--- config.mk ---
export PLATFORM = sky130hd
export DESIGN_NAME = aes_round_sequencer
export DESIGN_NICKNAME = d
export VERILOG_FILES = /design/src/rtl/aes_round_sequencer.sv
export SDC_FILE = /design/constraint.sdc
export NUM_CORES = 1
export LEC_CHECK = 0
export BUFFER_PORTS_ARGS = -buffer_cell sky130_fd_sc_hd__clkbuf_2
export CAP_MARGIN = 20
export CORE_ASPECT_RATIO = 0.75
export CORE_UTILIZATION = 40
export DETAILED_ROUTE_END_ITERATION = 12
export PLACE_DENSITY = 0.69
export SLEW_MARGIN = 40
export SYNTH_ARGS = -nofsm -noshare
export SYNTH_HDL_FRONTEND = slang
export SYNTH_SLANG_ARGS = --single-unit
export TNS_END_PERCENT = 10
--- constraint.sdc ---
create_clock -name clk -period 2.9 [get_ports clk]
set_clock_uncertainty 0.2 [all_clocks]
set_input_delay 0.29 -clock clk [delete_from_list [all_inputs] [get_ports clk]]
set_output_delay 0.29 -clock clk [all_outputs]
set_load 0.01 [all_outputs]
--- src/rtl/aes_round_sequencer.sv ---
// Control FSM for an iterative AES-128 encryption datapath: one INIT cycle, then a
// SUB/MIX cycle pair per round. Outputs are registered copies of the next-state decode.
module aes_round_sequencer #(
    parameter int unsigned NR = 10
) (
    input  logic       clk,
    input  logic       reset,
    input  logic       start,
    output logic       state_load,
    output logic       key_load,
    output logic       state_en,
    output logic       key_en,
    output logic       sub_phase,
    output logic       skip_mix,
    output logic [7:0] rcon,
    output logic [3:0] round,
    output logic       busy,
    output logic       done
);

    localparam int unsigned ROUND_W = 4;
    localparam int unsigned FSM_W   = 3;
    localparam int unsigned RCON_W  = 8;

    localparam logic [FSM_W-1:0] S_IDLE = 3'd0;
    localparam logic [FSM_W-1:0] S_INIT = 3'd1;
    localparam logic [FSM_W-1:0] S_SUB  = 3'd2;
    localparam logic [FSM_W-1:0] S_MIX  = 3'd3;
    localparam logic [FSM_W-1:0] S_DONE = 3'd4;

    localparam logic [ROUND_W-1:0] LAST_ROUND = ROUND_W'(NR);

    logic [FSM_W-1:0]   fsm_d, fsm_q;
    logic [ROUND_W-1:0] round_d, round_q;
    logic               state_load_d, state_load_q;
    logic               key_load_d, key_load_q;
    logic               state_en_d, state_en_q;
    logic               key_en_d, key_en_q;
    logic               sub_phase_d, sub_phase_q;
    logic               skip_mix_d, skip_mix_q;
    logic [RCON_W-1:0]  rcon_d, rcon_q;
    logic               busy_d, busy_q;
    logic               done_d, done_q;

    function automatic logic [RCON_W-1:0] rcon_of(input logic [ROUND_W-1:0] r);
        case (r)
            4'd1:    rcon_of = 8'h01;
            4'd2:    rcon_of = 8'h02;
            4'd3:    rcon_of = 8'h04;
            4'd4:    rcon_of = 8'h08;
            4'd5:    rcon_of = 8'h10;
            4'd6:    rcon_of = 8'h20;
            4'd7:    rcon_of = 8'h40;
            4'd8:    rcon_of = 8'h80;
            4'd9:    rcon_of = 8'h1b;
            4'd10:   rcon_of = 8'h36;
            default: rcon_of = 8'h00;
        endcase
    endfunction

    // Next state and round counter; start is only honoured in IDLE and DONE
    always_comb begin
        fsm_d   = fsm_q;
        round_d = round_q;
        case (fsm_q)
            S_IDLE: begin
                round_d = '0;
                if (start) fsm_d = S_INIT;
            end
            S_INIT: begin
                fsm_d   = S_SUB;
                round_d = 4'd1;
            end
            S_SUB: fsm_d = S_MIX;
            S_MIX: begin
                if (round_q >= LAST_ROUND) begin
                    fsm_d = S_DONE;
                end else begin
                    fsm_d   = S_SUB;
                    round_d = round_q + 4'd1;
                end
            end
            S_DONE: begin
                if (start) begin
                    fsm_d   = S_INIT;
                    round_d = '0;
                end
            end
            default: begin
                fsm_d   = S_IDLE;
                round_d = '0;
            end
        endcase
    end

    // Moore decode of the upcoming state so every output comes straight from a flop
    always_comb begin
        state_load_d = 1'b0;
        key_load_d   = 1'b0;
        state_en_d   = 1'b0;
        key_en_d     = 1'b0;
        sub_phase_d  = 1'b0;
        skip_mix_d   = 1'b0;
        rcon_d       = '0;
        busy_d       = 1'b0;
        done_d       = 1'b0;
        case (fsm_d)
            S_INIT: begin
                state_load_d = 1'b1;
                key_load_d   = 1'b1;
                busy_d       = 1'b1;
            end
            S_SUB: begin
                sub_phase_d = 1'b1;
                busy_d      = 1'b1;
                rcon_d      = rcon_of(round_d);
                skip_mix_d  = (round_d == LAST_ROUND);
            end
            S_MIX: begin
                state_en_d = 1'b1;
                key_en_d   = 1'b1;
                busy_d     = 1'b1;
                rcon_d     = rcon_of(round_d);
                skip_mix_d = (round_d == LAST_ROUND);
            end
            S_DONE:  done_d = 1'b1;
            default: ;
        endcase
    end

    always_ff @(posedge clk) begin
        if (reset) begin
            fsm_q        <= S_IDLE;
            round_q      <= '0;
            state_load_q <= 1'b0;
            key_load_q   <= 1'b0;
            state_en_q   <= 1'b0;
            key_en_q     <= 1'b0;
            sub_phase_q  <= 1'b0;
            skip_mix_q   <= 1'b0;
            rcon_q       <= '0;
            busy_q       <= 1'b0;
            done_q       <= 1'b0;
        end else begin
            fsm_q        <= fsm_d;
            round_q      <= round_d;
            state_load_q <= state_load_d;
            key_load_q   <= key_load_d;
            state_en_q   <= state_en_d;
            key_en_q     <= key_en_d;
            sub_phase_q  <= sub_phase_d;
            skip_mix_q   <= skip_mix_d;
            rcon_q       <= rcon_d;
            busy_q       <= busy_d;
            done_q       <= done_d;
        end
    end

    assign state_load = state_load_q;
    assign key_load   = key_load_q;
    assign state_en   = state_en_q;
    assign key_en     = key_en_q;
    assign sub_phase  = sub_phase_q;
    assign skip_mix   = skip_mix_q;
    assign rcon       = rcon_q;
    assign round      = round_q;
    assign busy       = busy_q;
    assign done       = done_q;

endmodule
==> impl_metrics.env <==
export IMPL_hpwl_microns=1435
export IMPL_wl_microns=1950
export IMPL_finalHoldViolations=0
export IMPL_worst_slew_pin_slew_ns=0.5412
export IMPL_antenna_found_initial=0
export IMPL_ios=23
export IMPL_clock_latency_ns=0.31
export IMPL_power_leakage_nw=0.4925
export IMPL_rsz0062_at_grt="false"
export IMPL_r2r_slack_ns=0.46
export IMPL_initial_core_util=0.4312
export IMPL_fmax_mhz=409.4
export IMPL_area_growth_synth_to_final_pct=12.97
export IMPL_crit_end="rcon[4]"
export IMPL_drt_iter0_drc=10
export IMPL_crit_start="round[0]"
export IMPL_reg2reg_to="rcon[4]"
export IMPL_die_w_microns=59.84
export IMPL_setup_viol=0
export IMPL_die_area_sq_um=2715
export IMPL_grt_pass1_vias=686
export IMPL_first_pass_iters=4
export IMPL_cts_buffers=3
export IMPL_core_area_sq_um=2327
export IMPL_maxSlewHeadroom=0.6387
export IMPL_syn_nets=108
export IMPL_path_max_fanout=6
export IMPL_grt_max_degree=17
export IMPL_syn_area_sq_um=1003
export IMPL_crit_path_end_kind="flop"
export IMPL_internal_power_w=0.0003741
export IMPL_p_per_area_nw_per_um2=452.2
export IMPL_reg2reg_depth=7
export IMPL_die_y_microns=45.38
export IMPL_grt_usage=0.1616
export IMPL_worstPathRequired_ns=2.92
export IMPL_wl_per_cell_microns=12.75
export IMPL_async_flop_share=0
export IMPL_yosysSeqAreaShare=0.4190
export IMPL_fin_tns_setup_ns=0
export IMPL_nNetsFinal=129
export IMPL_critPathKind="reg -> reg"
export IMPL_yosysWarnings=0
export IMPL_ys_ff_latch=21
export IMPL_clockRootBuffer="clkbuf_4"
export IMPL_maxCapViolCount=0
export IMPL_seqPwrFrac=0.604
export IMPL_via_per_inst=4.993
export IMPL_cts_sinks=21
export IMPL_power_clock_fraction=0.281
export IMPL_gr_total_overflow=0
export IMPL_post_route_period_util=0.8423
export IMPL_route_detailed_drc=0
export IMPL_cts_resized=0
export IMPL_p_comb_frac=0.115
export IMPL_cts_buffer_depth=2
export IMPL_drive_above_1_share=0.3193
export IMPL_slew_viol_final=0
export IMPL_status="finished clean"
export IMPL_post_cts_setup_buffers=0
export IMPL_p_switching_w=0.0001385
export IMPL_yosysUniqueCellTypes=42
export IMPL_regToRegStartpoint="round[0]"
export IMPL_final_antenna_net_count=0
export IMPL_p_sw_frac=0.2702
export IMPL_crit_arrival_ns=2.46
export IMPL_path_clk_slew_ns=0.12
export IMPL_postCtsHoldBufs=0
export IMPL_rows=15
export IMPL_start_kind="flop"
export IMPL_period_needed_ns=2.443
export IMPL_grt_pass1_wl_microns=3132
export IMPL_syn_inst=99
export IMPL_synth_edff_count=0
export IMPL_min_path_type="in -> reg"
export IMPL_cts_max_level=1
export IMPL_hold_depth=2
export IMPL_whs_ns=0.09527
export IMPL_vias=764
export IMPL_syn_avg_cell_area_sq_um=10.14
export IMPL_cts_tree="built"
export IMPL_layout_commonest_cell="clkbuf_2"
export IMPL_vdd_drop_max_uv=227.9
export IMPL_synth_top_flop_cell="dfxtp_1"
export IMPL_layout_common_cells="clkbuf_2, dfxtp_1, nor2_1"
export IMPL_numPortBuffers=22
export IMPL_gp_congestion=0.7905
export IMPL_diodes=0
-- per-layer routing --
metal | vias to the layer above | GRT usage | share of wire | routed length, microns
met5 | - | 0 | 0 | 0
met4 | 0 | 0.05581 | 0.014 | 28
met3 | 4 | 0.05114 | 0.041 | 79
met2 | 18 | 0.2578 | 0.47 | 908
met1 | 349 | 0.2073 | 0.48 | 933
li1 | 393 | - | - | -
-- flip-flops by register name, indices dropped and copies added (netlist names) --
signal / count
busy: 1
done: 1
fsm_q: 3
key_en: 1
key_load: 1
rcon: 8
round: 4
skip_mix: 1
sub_phase: 1
-- power groups by stage --
stage	registers, W	logic, W	clock network [W]
2_1_floorplan	0.000312	0.0000540	0
3_3_place_gp	0.000316	0.0000575	0
3_5_place_dp	0.000316	0.0000589	0
4_1_cts	0.000310	0.0000592	0.000148
5_1_grt	0.000312	0.0000648	0.000159
6_report	0.000310	0.0000590	0.000144
-- cells in the mapped netlist, types with 2 or more instances --
cell type  instances  area share
and2_1             2       0.012
a21oi_1            5       0.025
inv_2              2      0.0075
nand3_2            2       0.020
nand2_1            7       0.026
inv_1              4       0.015
a21o_1             2       0.015
dfxtp_1           21        0.42
nor2_1            10       0.037
buf_6              2       0.022
ha_1               6       0.075
nor3_1             2       0.010
buf_4              3       0.022
nor2b_1            3       0.019
-- layout make-up --
cell class / count / area, sq um
multi-input combinational: 66 / 511.7
tap: 34 / 42.54
clock buffer: 4 / 26.28
timing repair buffer: 22 / 110.1
sequential: 21 / 420.4
fill: 235 / 1194
inverter: 6 / 22.52
-- worst min path at each step --
stage | from | to | slack, ns
3_5_place_dp | fsm_q[2] | key_en | 0.39
4_1_cts | start | key_load | 0.09
5_1_grt | start | key_load | 0.1
6_report | start | key_load | 0.1
3_3_place_gp | fsm_q[1] | sub_phase | 0.40
2_1_floorplan | start | key_load | 0.26
-- logic make-up after synthesis --
kind of cell / Yosys count / synth area share
and+or+nand+nor: 38 / 0.2581
AOI/OAI and AO/OA: 22 / 0.1771
DFF: 21 / 0.4189
buffers and inverters: 12 / 0.07106
adders and majority gates: 6 / 0.07481
-- through the flow --
| stage | worst slack (ns) | area, sq um | util | power, W | cells |
|---|---|---|---|---|---|
| after floorplan | 0.6116 | 1003 | - | 0.0003656 | 99 |
| final | 0.4574 | 1134 | 0.4871 | 0.0005126 | 153 |
| after detailed placement | 0.4947 | 1107 | 0.4758 | 0.0003751 | 149 |
| after global routing | 0.3003 | 1134 | 0.4871 | 0.0005360 | 153 |
| after global placement | 0.5754 | 1107 | 0.4758 | 0.0003732 | 149 |
| after CTS | 0.4555 | 1134 | 0.4871 | 0.0005173 | 153 |
-- worst max-delay path, stage by stage (launching register included) --
cell and delay, ns:
dfxtp_1 0.42, inv_1 0.08, ha_1 0.23, o31ai_2 0.31, a2111oi_1 0.13, a211o_2 0.39
ha_1 0.32, o32ai_1 0.28
No activity file was read; power rests on OpenSTA's default activity.
